$ cat config.mk
export PLATFORM = sky130hd
export DESIGN_NAME = mmio_timer
export DESIGN_NICKNAME = d
export VERILOG_FILES = /design/src/rtl/mmio_timer_pkg.sv /design/src/rtl/mmio_timer.sv
export SDC_FILE = /design/constraint.sdc
export NUM_CORES = 1
export LEC_CHECK = 0
export ABC_CLOCK_PERIOD_IN_PS = 4700
export BUFFER_PORTS_ARGS = -buffer_cell sky130_fd_sc_hd__buf_4
export CAP_MARGIN = 0
export CORE_AREA = 2 2 88 175
export CTS_CLUSTER_SIZE = 10
export DETAILED_ROUTE_END_ITERATION = 10
export DIE_AREA = 0 0 90 177
export HOLD_SLACK_MARGIN = 0.05
export PLACE_DENSITY = 0.54
export REMOVE_ABC_BUFFERS = 1
export SLEW_MARGIN = 20
export SYNTH_ARGS = -nofsm -noshare
export SYNTH_HDL_FRONTEND = slang
export SYNTH_SLANG_ARGS = --single-unit
$ cat constraint.sdc
create_clock -name clk -period 4.7 [get_ports clk]
set_input_delay 0.235 -clock clk [delete_from_list [all_inputs] [get_ports clk]]
set_output_delay 0.235 -clock clk [all_outputs]
set_load 0.02 [all_outputs]
$ cat src/rtl/mmio_timer_pkg.sv
// Shared definitions for the memory-mapped countdown timer: address map,
// register offsets, CTRL layout, mode codes and FSM state encoding.
package mmio_timer_pkg;

  localparam int unsigned ADDR_W = 32;
  localparam int unsigned DATA_W = 32;

  localparam logic [ADDR_W-1:0] BASE_ADDR = 32'h0000_7F00;

  // Register offsets, selected by addr[3:2]
  localparam logic [1:0] REG_CTRL   = 2'd0;
  localparam logic [1:0] REG_PRESET = 2'd1;
  localparam logic [1:0] REG_COUNT  = 2'd2;
  localparam logic [1:0] REG_RSVD   = 2'd3;

  // Only auto-reload is distinguished; every other mode code is one-shot
  localparam logic [1:0] MODE_RELOAD = 2'b01;

  localparam int unsigned CTRL_EN_BIT   = 0;
  localparam int unsigned CTRL_MODE_LSB = 1;
  localparam int unsigned CTRL_IM_BIT   = 3;

  typedef enum logic [1:0] {
    ST_IDLE = 2'd0,
    ST_LOAD = 2'd1,
    ST_CNT  = 2'd2,
    ST_INT  = 2'd3
  } state_e;

  typedef struct packed {
    logic       im;
    logic [1:0] mode;
    logic       en;
  } ctrl_t;

  // True for the three implemented word registers; the reserved word and
  // everything outside BASE..BASE+0xB fall outside the window
  function automatic logic in_window(input logic [ADDR_W-1:0] a);
    return (a[ADDR_W-1:4] == BASE_ADDR[ADDR_W-1:4]) && (a[3:2] != REG_RSVD);
  endfunction

endpackage

$ cat src/rtl/mmio_timer.sv
// Memory-mapped countdown timer: register file, address decode and the
// IDLE/LOAD/CNT/INT sequencer driving a maskable interrupt.
module mmio_timer
  import mmio_timer_pkg::*;
(
  input  logic              clk,
  input  logic              reset,
  input  logic [ADDR_W-1:0] addr,
  input  logic              we,
  input  logic [DATA_W-1:0] wdata,
  output logic [DATA_W-1:0] rdata,
  output logic              irq
);

  state_e            r_state;
  state_e            w_state_nxt;
  ctrl_t             r_ctrl;
  ctrl_t             w_ctrl_nxt;
  ctrl_t             w_ctrl_wdata;
  logic [DATA_W-1:0] r_preset;
  logic [DATA_W-1:0] w_preset_nxt;
  logic [DATA_W-1:0] r_count;
  logic [DATA_W-1:0] w_count_nxt;
  logic              r_pending;
  logic              w_pending_nxt;

  logic              w_in_win;
  logic [1:0]        w_reg_sel;
  logic              w_wr_ctrl;
  logic              w_wr_preset;
  logic              w_auto_reload;
  logic              w_count_zero;
  logic              w_unused_addr;

  // Byte-lane bits carry no meaning for word registers
  assign w_unused_addr = ^addr[1:0];

  assign w_in_win      = in_window(addr);
  assign w_reg_sel     = addr[3:2];
  assign w_wr_ctrl     = we & w_in_win & (w_reg_sel == REG_CTRL);
  assign w_wr_preset   = we & w_in_win & (w_reg_sel == REG_PRESET);
  assign w_auto_reload = (r_ctrl.mode == MODE_RELOAD);
  assign w_count_zero  = (r_count == '0);

  assign w_ctrl_wdata.en   = wdata[CTRL_EN_BIT];
  assign w_ctrl_wdata.mode = wdata[CTRL_MODE_LSB +: 2];
  assign w_ctrl_wdata.im   = wdata[CTRL_IM_BIT];

  assign irq = r_ctrl.im & r_pending;

  // Combinational read port; unimplemented space reads as zero
  always_comb begin
    rdata = '0;
    if (w_in_win) begin
      case (w_reg_sel)
        REG_CTRL:   rdata = DATA_W'(r_ctrl);
        REG_PRESET: rdata = r_preset;
        REG_COUNT:  rdata = r_count;
        default:    rdata = '0;
      endcase
    end
  end

  // Next-state and register updates; software writes are applied last so
  // they override the sequencer's own Enable clear and pending set
  always_comb begin
    w_state_nxt   = r_state;
    w_ctrl_nxt    = r_ctrl;
    w_preset_nxt  = r_preset;
    w_count_nxt   = r_count;
    w_pending_nxt = r_pending;

    case (r_state)
      ST_IDLE: begin
        if (r_ctrl.en) begin
          w_state_nxt = ST_LOAD;
        end
      end
      ST_LOAD: begin
        w_count_nxt = r_preset;
        w_state_nxt = ST_CNT;
      end
      ST_CNT: begin
        if (!r_ctrl.en) begin
          w_state_nxt = ST_IDLE;
        end else if (w_count_zero) begin
          w_state_nxt   = ST_INT;
          w_pending_nxt = 1'b1;
        end else begin
          w_count_nxt = r_count - DATA_W'(1);
        end
      end
      ST_INT: begin
        if (w_auto_reload) begin
          w_state_nxt   = ST_LOAD;
          w_pending_nxt = 1'b0;
        end else begin
          w_state_nxt   = ST_IDLE;
          w_ctrl_nxt.en = 1'b0;
          w_pending_nxt = 1'b1;
        end
      end
      default: begin
        w_state_nxt = ST_IDLE;
      end
    endcase

    if (w_wr_ctrl) begin
      w_ctrl_nxt = w_ctrl_wdata;
    end
    if (w_wr_preset) begin
      w_preset_nxt = wdata;
    end
    if (w_wr_ctrl || w_wr_preset) begin
      w_pending_nxt = 1'b0;
    end
  end

  // Sequencer state register
  always_ff @(posedge clk) begin
    if (!reset) begin
      r_state <= ST_IDLE;
    end else begin
      r_state <= w_state_nxt;
    end
  end

  // Register file and interrupt flag
  always_ff @(posedge clk) begin
    if (!reset) begin
      r_ctrl    <= '0;
      r_preset  <= '0;
      r_count   <= '0;
      r_pending <= 1'b0;
    end else begin
      r_ctrl    <= w_ctrl_nxt;
      r_preset  <= w_preset_nxt;
      r_count   <= w_count_nxt;
      r_pending <= w_pending_nxt;
    end
  end

endmodule

# Word level (Yosys, flattened, before mapping)
# Cells that the tools add are included.
# op_classes
eq_ne,14
n_bitwise,5
n_reduce_logical,13
n_addsub,1
n_mux,17
# ops
operator,count
2-to-1 mux 32 bit,3
one-hot mux 32 bit (3 select lines),1
one-hot mux 32 bit (2 select lines),1
logical NOT 32 bit,1
"subtractor 32 x 1 -> 32 bit, second input constant",1
"equality test 28 x 11 -> 1 bit, second input constant",1
"inequality test 2 bit, second input constant",6
one-hot mux 2 bit (4 select lines),1
2-to-1 mux 1 bit,7
"equality test 2 x 1 -> 1 bit, second input constant",3
"equality test 2 bit, second input constant",3
2-to-1 mux 2 bit,3
AND reduction 3 bit,2
nonzero test 2 bit,3
bitwise AND 1 bit,4
logical NOT 2 bit,2
AND reduction 2 bit,2
"inequality test 3 bit, second input constant",1
one-hot mux 1 bit (2 select lines),1
OR reduction 2 bit,1
logical AND 1 bit,1
logical OR 1 bit,1
inverter 1 bit,1
# word_totals
output_inout_bits,33
input_bits,67
elab_cells,57
reg_bits,71

# Depth between registers and ports, before layout
# Gate-level depths: netlist of the first run.
# depth
depth_word,6
mapped_depth,9
depth_no_buf,7

# Least setup slack after synthesis of the first run
# Ideal clock, no wire load.
# synth_timing
path_type,reg-to-reg
from,reg r_count[0]
to,reg r_count[6]
t_arrival_ps,2006
path_stages_with_launch,9
path_buffers,1
path_slack_ps,2577
setup_time_ps,117
required_ps,4583
synth_period_minus_slack_ps,2123
path_cell_list,dfxtp_1 -> inv_1 -> ha_1 -> or4b_1 -> nor2_2 -> and4_1 -> buf_4 -> nor2_1 -> a32o_1
# synth_via
elab_chain_len,4
word_cells_on_any_way,7
cone_classes,1 x add/sub; 1 x eq/ne; 3 x mux; 2 x reduce/logical
# synth_lines
item,line_no,rtl
start: declaration,mmio_timer.sv:22,logic [DATA_W-1:0] r_count;
start signal: assignment,mmio_timer.sv:138,r_count <= w_count_nxt;
subtractor 32 x 1 -> 32 bit,mmio_timer.sv:90,w_count_nxt = r_count - DATA_W'(1);
2-to-1 mux 32 bit,mmio_timer.sv:86,end else if (w_count_zero) begin
2-to-1 mux 32 bit,mmio_timer.sv:84,if (!r_ctrl.en) begin
one-hot mux 32 bit (2 select lines),mmio_timer.sv:73,case (r_state)
# Parallel ways exist; a longest one is shown, timed or not. The select of a mux whose other input is x is not followed.
# A chain may end at the register's enable or synchronous reset.

# Worst setup path in the final report of the first run
# layout_timing
from,reg r_state[1]
to,reg r_count[10]
# layout_via
elab_chain_len,3
word_cells_on_any_way,7
cone_classes,4 x eq/ne; 1 x mux; 2 x reduce/logical
# layout_lines
item,line_no,rtl
start: declaration,mmio_timer.sv:15,state_e r_state;
start signal: assignment,mmio_timer.sv:124,r_state <= w_state_nxt;
equality test 2 bit / equality test 2 x 1 -> 1 bit (equally long branches),mmio_timer.sv:73,
inequality test 2 bit (no line) / nonzero test 2 bit (equally long branches),--,
AND reduction 3 bit (no line),--,
# Parallel ways exist; a longest one is shown, timed or not.

==> qor.yml, run 1 <==
status:
  status: "complete, no violations"
logic_synthesis:
  synth_area_um2: 4310
  netlist_instances: 545
  yosys_warnings: 0
  synth_seq_area_share_pct: 33.0
  synth_cell_types: 58
  synth_seq_cells: 71
  avgSynthCellArea_um2: 7.90
  synth-edff-count: 0
  async_reset_ff_share_pct: 0
  synth_ff_type: "dfxtp_1"
clock_network:
  clk_pin_slew_worst_paths_ns: 0.06
  cts_tree: "done"
  cts_buffer_depth: 2
  cts_resized: 0
  cts_hold_buf: 0
  post_cts_buffers: 0
  cts_sinks: 71
  clock_latency_ns: 0.34
  numCtsBuffers: 9
  ctsHtreeMaxLevel: 3
  clock-root-buffer: "clkbuf_16"
sta:
  maxSlewViolCount: 0
  finalSetupTns_ns: 0
  setup_violations: 0
  hold_violations: 0
  slew_headroom_pct: 35.2
  tightest_slew_ns: 0.970
  grt_setup_unrepaired: "false"
  skew_ns: 0.0101
  post-route-min-period_ns: 2.95
  clock.fmax_ghz: 0.339
  finalCritPeriodShare_pct: 62.8
worst_setup_path:
  critPathBufInv: 1
  worst_path_most_repeated_cell: "nand2_1"
  critPathMaxStageDelay_ns: 0.71
  cp_slowest_cell: "nor2b_1"
  cp_top_family: "simple AND/OR/NAND/NOR gates"
  start_kind: "flop"
  cp.required_ns: 4.92
  path_max_fanout: 16
  critPathArrivalTime_ns: 3.17
  crit_chain: "nor2b_1, buf_4, nand2_1, nand2_1, nand2_2, o221a_1"
  critPathKind: "reg2reg"
  critPathCaptureType: "flop"
cells_and_area:
  area_delta_synth_final_pct: 26.0
  final_cell_count_no_fill: 807
  fillers: 1578
  drive_gt1_share_pct: 22.4
  nets: 677
  diodes: 0
detailed_routing:
  finalWirelength_um: 13900
  drc: 0
  drtPass1Iterations: 5
  drt-initial-drc-count: 333
  post_drt_wl_per_cell_um: 17.2
  num_vias: 4462
  ant_nets: 0
  drt-vias-per-instance: 5.53
job:
  drv_cap: 0
die:
  rows: 63
  die_x_um: 90
  die-area_um2: 15900
  coreArea_um2: 14700
  initial_core_util_pct: 29.4
  ioPinCount: 100
  die_h_um: 177
global_routing:
  grt_start_max_net_pins: 41
  antenna_found_initial: 0
  grt_pass1_vias: 4341
  grt-ovfl-total: 0
  grtUsageTotal_pct: 17.1
  grt_first_pass_wirelength_um: 22800
placement:
  io_buffers: 97
  hpwlAfterDp_um: 9430
  placed_cells_incl_taps: 793
  gp_congestion: 0.822
power_and_ir_drop:
  ir_drop_uv: 158
  powerDensity_nw_per_um2: 240
  leakage_nw: 1.90
hold_path:
  hp-class: "in2reg"
state kept, by name, summed over array words and instances, names as in the netlist:
name       cells
r_count       32
r_ctrl         4
r_pending      1
r_preset      32
r_state        2
final timing paths:
check             depth (start not counted)                         to                startpoint  slack (ns)
setup / recovery                          6   r_count[10]$_SDFFE_PN0P_   r_state[1]$_SDFFE_PN0P_        1.75
hold / removal                            3  r_preset[22]$_SDFFE_PN0P_                 wdata[22]        0.13
setup reg to reg                          6   r_count[10]$_SDFFE_PN0P_   r_state[1]$_SDFFE_PN0P_        1.75
hold reg to reg                           2   r_count[31]$_SDFFE_PN0P_  r_count[31]$_SDFFE_PN0P_        0.49
final cells by class:
type                            count  area [um2]  share of cell area [%]
Sequential cell                    71        1420                    26.2
Inverter                            7        26.3                   0.484
Timing Repair Buffer              106         796                    14.7
Tap cell                          195         244                    4.50
Multi-Input combinational cell    414        2670                    49.3
Clock inverter                      1        5.00                  0.0922
Clock buffer                       13         260                    4.80
worst reg2reg max path, delay by kind of cell, from the launching register on:
kind | cells | cell delay, ns
AND/OR/NAND/NOR | 4 | 1.65
AO/OA/AOI/OAI | 1 | 0.36
buffers and inverters | 1 | 0.35
flip-flops | 1 | 0.48
stage by stage:
step,total power [W],hold WS (ns),util (%),cell area [um2],setup slack [ns]
2_1_floorplan,0.000631,0.353,-,4080,0.877
3_3_place_gp,0.000689,0.467,35.1,5150,1.85
3_5_place_dp,0.000690,0.476,35.1,5150,1.85
4_1_cts,0.00132,0.133,36.9,5410,1.81
5_1_grt,0.00134,0.148,37.0,5430,1.56
6_report,0.00130,0.133,37.0,5430,1.75
Yosys cell counts, drive strengths merged, types with 2 or more instances:
cell type / n / area [um2]
nor2: 94 / 355
dfxtp: 71 / 1420
clkbuf: 41 / 154
mux2i: 41 / 410
nand2: 34 / 130
a21oi: 29 / 145
a22oi: 29 / 218
nor3: 17 / 95.1
nor4: 16 / 140
o31ai: 16 / 120
nand3: 14 / 70.1
a31oi: 13 / 81.3
buf: 12 / 70.1
o21ai: 9 / 45.0
nand4: 8 / 56.3
o311ai: 8 / 70.1
a211oi: 7 / 52.6
o32ai: 7 / 61.3
a31o: 6 / 52.6
inv: 6 / 22.5
and3: 5 / 31.3
nand2b: 5 / 31.3
o311a: 5 / 50.1
or3: 5 / 31.3
or4: 5 / 41.3
a32oi: 4 / 35.0
and2: 4 / 25.0
nor2b: 4 / 25.0
and4: 3 / 26.3
or2: 3 / 18.8
a2bb2oi: 2 / 17.5
a32o: 2 / 20.0
and4b: 2 / 20.0
nor4bb: 2 / 20.0
o21a: 2 / 15.0
o31a: 2 / 17.5
o41ai: 2 / 17.5
power by group:
part	switching [W]	internal, W
clock network	0.000245	0.000379
registers	0.000000000000151	0.000602
logic	0.0000352	0.0000389
total	0.000280	0.00102
metal layers:
metal | global-route usage (%) | wire length [um] | up-vias
met5 | 0 | 0 | -
met1 | 22.2 | 6170 | 2062
met2 | 28.5 | 6590 | 192
met4 | 5.32 | 189 | 0
met3 | 3.71 | 929 | 19
li1 | - | - | 2189
cells by family (layout without fill, tap and decap cells):
family,count (synthesis),in the layout,synth area share [%]
simple gates,225,225,26.9
compound gates,147,147,24.5
flops,71,71,33.0
buf+inv,60,127,5.81
mux,41,41,9.53
fa+ha+maj,1,1,0.291
placed cells by master (no fill, tap or decap), drive strengths merged, types with 8 or more instances in the layout:
master,Yosys,routed
nand3,14,14
nor4,16,16
dfxtp,71,71
o311ai,8,8
clkbuf,41,13
o31ai,16,16
buf,12,106
o21ai,9,9
nor2,94,94
a22oi,29,29
a21oi,29,29
a31oi,13,13
nand4,8,8
mux2i,41,41
nor3,17,17
nand2,34,34
(Power assumes the default switching activity.)
==> inputs of run 2 (changes only) <==
Settings changed: ABC_AREA set to 1, ABC_CLOCK_PERIOD_IN_PS 4700 to 2700, CORE_AREA 2 2 88 175 to 2 2 93 185, DIE_AREA 0 0 90 177 to 0 0 95 187, PLACE_DENSITY 0.54 to 0.55.
Clock period 4.7 ns to 2.7 ns, I/O delays scaled along.
==> qor.yml, run 2 <==
logic_synthesis:
  ys_top_cells_by_count: "nand2_1, nor2_1, inv_1"
  synth-edff-count: 0
  synth_seq_area_share_pct: 29.5
  synth_ff_type: "dfxtp_1"
  synth.most_common_cell: "nand2_1"
  synth_cell_types: 27
  synth_area_um2: 4820
  synth_seq_cells: 71
  synth_top_cell_by_area: "dfxtp_1"
  synth_area_leaders: "dfxtp_1, nand2_1, nor2_1"
  netlist_instances: 875
  avgSynthCellArea_um2: 5.50
  synth.top_cell.area_share_pct: 29.5
  async_reset_ff_share_pct: 0
  yosys_warnings: 0
sta:
  hold_ws_ns: 0.173
  post-route-min-period_ns: 2.07
  hold_violations: 0
  finalSetupTns_ns: 0
  tightest_slew_ns: 0.750
  grt_setup_unrepaired: "false"
  finalCritPeriodShare_pct: 76.6
  skew_ns: 0.00620
  clock.fmax_ghz: 0.484
  setup_violations: 0
  slew_headroom_pct: 50.0
  maxSlewViolCount: 0
  finalWorstSetupSlack_ns: 0.632
detailed_routing:
  post_drt_wl_per_cell_um: 12.1
  num_vias: 5412
  drt-met1-wl_um: 6690
  drt-vias-per-instance: 4.51
  top_layer: "met4"
  drc: 0
  finalWirelength_um: 14600
  drtPass1Iterations: 5
  drt-initial-drc-count: 279
  routed-wl-met3_um: 500
  wl_met2_um: 7140
  ant_nets: 0
power_and_ir_drop:
  p_comb_share_pct: 6.8
  leakage_nw: 3.25
  p_seq_share_pct: 42.4
  powerDensity_nw_per_um2: 388
  p_sw_share_pct: 20.8
  p_switching_w: 0.000513
  internal_power_w: 0.00196
  ir_drop_uv: 275
  p_clk_share_pct: 50.7
cells_and_area:
  largestRegisters: "r_count (32), r_preset (32), r_ctrl (4)"
  nets: 1057
  mostFrequentLayoutCells: "nand2_1, nor2_1, buf_4"
  drive_gt1_share_pct: 14.5
  fillers: 1808
  diodes: 0
  area_delta_synth_final_pct: 32.2
  mostFrequentLayoutCell: "nand2_1"
  postLayoutCellArea_um2: 6360
die:
  rows: 67
  initial_core_util_pct: 29.2
  ioPinCount: 100
  die_h_um: 187
  coreArea_um2: 16500
  die_x_um: 95
  die-area_um2: 17800
global_routing:
  grt_pass1_vias: 5108
  grtUsageTotal_pct: 16.9
  grt-ovfl-total: 0
  antenna_found_initial: 0
  grt_start_max_net_pins: 65
  grt_first_pass_wirelength_um: 24200
status:
  status: "complete, no violations"
worst_setup_path:
  reg2regPathDepth: 10
  critPathArrivalTime_ns: 2.30
  rr_startpoint: "r_count[0]$_SDFFE_PN0P_"
  cp.required_ns: 2.93
  timing.rr.end: "r_count[20]$_SDFFE_PN0P_"
  crit_start: "r_count[0]$_SDFFE_PN0P_"
  r2r_slack_ns: 0.63
  critPathCaptureType: "flop"
  start_kind: "flop"
  endpoint: "r_count[20]$_SDFFE_PN0P_"
  path_max_fanout: 18
  critPathKind: "reg2reg"
placement:
  dpl_worst_slack_ns: 0.669
  hpwlAfterDp_um: 10100
  io_buffers: 97
  gp_congestion: 0.884
  dpl_cell_area_um2: 5740
clock_network:
  post_cts_buffers: 0
  cts_buffer_depth: 2
  numCtsBuffers: 9
  cts_sinks: 71
  clock-root-buffer: "clkbuf_16"
  clk_pin_slew_worst_paths_ns: 0.06
  ctsHtreeMaxLevel: 3
  clock_latency_ns: 0.34
  cts_tree: "done"
job:
  drv_cap: 0
hold_path:
  hp-class: "in2reg"
-- run 2: final cells by class --
class,count,area (um2),share of cell area [%]
repair buffers,140,1140,18.0
inverters,107,402,6.31
clock buffers,12,236,3.72
flip-flops and latches,71,1420,22.3
clock inverters,4,70.1,1.10
multi-input cells,660,2830,44.5
well taps,207,259,4.07
-- run 2: what timing repair did --
item	in CTS	in global routing
hold buffers	32	0
gates resized for setup	0	0
endpoints found under the hold margin	35	0
-- run 2: cell families after synthesis --
family | Yosys count | share of synthesized area (%)
AOI/OAI and AO/OA | 82 | 9.95
xor gates and xnor gates | 2 | 0.364
adders and majority gates | 1 | 0.260
buffers and inverters | 144 | 11.8
DFF | 71 | 29.5
and+or+nand+nor | 575 | 48.1
-- run 2: metal layers --
| layer | global-route usage (%) | up-vias |
|---|---|---|
| met5 | 0 | - |
| met4 | 4.96 | 0 |
| met3 | 2.54 | 18 |
| met2 | 29.0 | 99 |
| met1 | 21.4 | 2391 |
| li1 | - | 2904 |
-- run 2: metrics by stage --
step	instances	power [W]	util, %
floorplan	838	0.00110	-
global placement	1153	0.00120	34.7
detailed placement	1153	0.00120	34.7
CTS	1201	0.00251	38.5
global route	1201	0.00257	38.5
finish	1201	0.00247	38.5
-- run 2: critical path, cell delays in order (launching register included) --
cell and delay, ns:
dfxtp_1 0.31, inv_1 0.13, ha_1 0.27, nand2_2 0.12, nor2_4 0.20, nand4_2 0.21, nand2_2 0.17, buf_4 0.30
nand3b_1 0.12, nand2_1 0.08, nor2_1 0.05
-- run 2: worst min path at each step --
stage / from / endpoint / slack [ns] / cells past startpoint
final: reset / r_preset[18]$_SDFFE_PN0P_ / 0.17 / 3
after global routing: reset / r_preset[5]$_SDFFE_PN0P_ / 0.18 / 3
after global placement: wdata[18] / r_preset[18]$_SDFFE_PN0P_ / 0.35 / 3
after CTS: reset / r_preset[18]$_SDFFE_PN0P_ / 0.17 / 3
after floorplan: reset / r_ctrl[3]$_SDFFE_PN0P_ / 0.26 / 2
after detailed placement: wdata[19] / r_preset[19]$_SDFFE_PN0P_ / 0.36 / 3
-- run 2: power by group through the flow --
stage / logic (W) / registers (W) / clock network (W)
finish: 0.000168 / 0.00105 / 0.00125
floorplan: 0.0000290 / 0.00107 / 0
global placement: 0.000132 / 0.00107 / 0
global route: 0.000185 / 0.00105 / 0.00134
CTS: 0.000171 / 0.00105 / 0.00129
detailed placement: 0.000134 / 0.00107 / 0
==> inputs of run 3 (changes only) <==
Settings changed: ABC_CLOCK_PERIOD_IN_PS 2700 to 2000, PLACE_DENSITY 0.55 to 0.53.
Clock period 2.7 ns to 2 ns, I/O delays scaled along.
==> qor.yml, run 3 (synthesis results as in run 2) <==
detailed_routing:
  ant_nets: 0
  drc: 0
  finalWirelength_um: 15000
  post_drt_wl_per_cell_um: 12.4
  num_vias: 5520
  drtPass1Iterations: 5
  drt-initial-drc-count: 215
  drt-vias-per-instance: 4.54
power_and_ir_drop:
  ir_drop_uv: 350
  p_sw_share_pct: 22.4
  leakage_nw: 3.34
  p_total_w: 0.00325
  p_comb_share_pct: 7.0
  powerDensity_nw_per_um2: 500
  internal_power_w: 0.00252
  p_clk_share_pct: 49.4
  p_seq_share_pct: 43.5
  p_switching_w: 0.000728
clock_network:
  clock_latency_ns: 0.34
  ctsHtreeMaxLevel: 3
  numCtsBuffers: 9
  post_cts_buffers: 0
  cts_buffer_depth: 2
  clk_pin_slew_worst_paths_ns: 0.06
  cts_sinks: 71
  cts_tree: "done"
  clock-root-buffer: "clkbuf_16"
die:
  die-area_um2: 17800
  coreArea_um2: 16500
  initial_core_util_pct: 29.2
  die_x_um: 95
  rows: 67
  die_h_um: 187
  ioPinCount: 100
global_routing:
  grtUsageTotal_pct: 17.6
  grt_use_met1_pct: 22.0
  grt_start_max_net_pins: 45
  grt_first_pass_wirelength_um: 25300
  grt_use_met3_pct: 2.82
  grt_use_met2_pct: 31.2
  grt_pass1_vias: 5323
  top_usage_layer: "met2"
  antenna_found_initial: 0
  grt-ovfl-total: 0
sta:
  tightest_slew_ns: 0.483
  maxSlewViolCount: 0
  skew_ns: 0.00570
  finalCritPeriodShare_pct: 89.6
  setup_violations: 0
  post-route-min-period_ns: 1.79
  slew_headroom_pct: 67.8
  clock.fmax_ghz: 0.558
  grt_setup_unrepaired: "false"
  hold_violations: 0
cells_and_area:
  diodes: 0
  mostFrequentLayoutCell: "nand2_1"
  nets: 1072
  drive_gt1_share_pct: 16.3
  largestRegisters: "r_count (32), r_preset (32), r_ctrl (4)"
  area_delta_synth_final_pct: 34.9
  fillers: 1853
  mostFrequentLayoutCells: "nand2_1, nor2_1, buf_4"
  final_cell_count_no_fill: 1216
status:
  status: "complete, no violations"
worst_setup_path:
  critPathKind: "reg2reg"
  critPathArrivalTime_ns: 2.03
  critPathCaptureType: "flop"
  path_max_fanout: 11
  cp.required_ns: 2.24
  start_kind: "flop"
placement:
  placed_cells_incl_taps: 1168
  gp_congestion: 0.814
  io_buffers: 97
  hpwlAfterDp_um: 10800
hold_path:
  hp-class: "in2reg"
job:
  drv_cap: 0
run 3: changes by cell type in the layout (fill, tap and decap cells not counted), sizes merged:
cell	delta
clkbuf	+1
buf	+15
bufinv	-2
clkinv	+1
run 3: layout make-up:
class	instances	area, um2	area share (%)
multi-input combinational	660	2840	43.7
sequential	71	1420	21.9
timing repair buffer	155	1280	19.7
inverter	107	402	6.18
clock buffer	13	280	4.31
tap	207	259	3.99
clock inverter	3	15.0	0.231
run 3: critical path, cell delays in order (launching register included):
cell      delay, ns
dfxtp_1        0.31
inv_1          0.14
ha_2           0.25
nand2_2        0.10
nor2_4         0.13
nand4_2        0.15
nand2_2        0.14
nand2_2        0.09
buf_4          0.22
o21bai_2       0.12
nor2_1         0.05
run 3: stage by stage:
stage                     hold slack, ns  utilization (%)  setup TNS, ns  setup slack, ns  cell area [um2]
after floorplan                    0.220                -         -13.24           -0.695             4650
after global placement             0.320             35.6              0            0.180             5880
after detailed placement           0.325             35.6              0            0.157             5880
after CTS                          0.121             39.3              0            0.145             6490
after global routing               0.133             39.3              0           0.0187             6500
final                              0.117             39.3              0            0.208             6500
run 3: repair_timing:
action | 4_1_cts | 5_1_grt
setup endpoints to repair | 0 | 8
endpoints found under the hold margin | 35 | 0
resized for setup | 0 | 2
hold buffers | 32 | 0
run 3: final timing paths:
path,startpoint,endpoint,slack [ns],depth (start not counted)
worst min-delay path,reset,r_preset[18]$_SDFFE_PN0P_,0.12,3
worst min register to register,r_pending$_SDFFE_PP0P_,r_pending$_SDFFE_PP0P_,0.47,2
worst max-delay path,r_count[0]$_SDFFE_PN0P_,r_count[16]$_SDFFE_PN0P_,0.21,10
worst max register to register,r_count[0]$_SDFFE_PN0P_,r_count[16]$_SDFFE_PN0P_,0.21,10
run 3: power groups by stage:
stage | sequential (W) | clock [W] | combinational, W
floorplan | 0.00145 | 0 | 0.0000392
global placement | 0.00145 | 0 | 0.000179
detailed placement | 0.00145 | 0 | 0.000182
CTS | 0.00141 | 0.00165 | 0.000232
global route | 0.00141 | 0.00169 | 0.000249
finish | 0.00141 | 0.00161 | 0.000228
run 3: per-layer routing:
| layer | wire length, um | vias to the layer above |
|---|---|---|
| met5 | 0 | - |
| met4 | 153 | 0 |
| met3 | 515 | 12 |
| met2 | 7550 | 98 |
| met1 | 6820 | 2471 |
| li1 | - | 2939 |
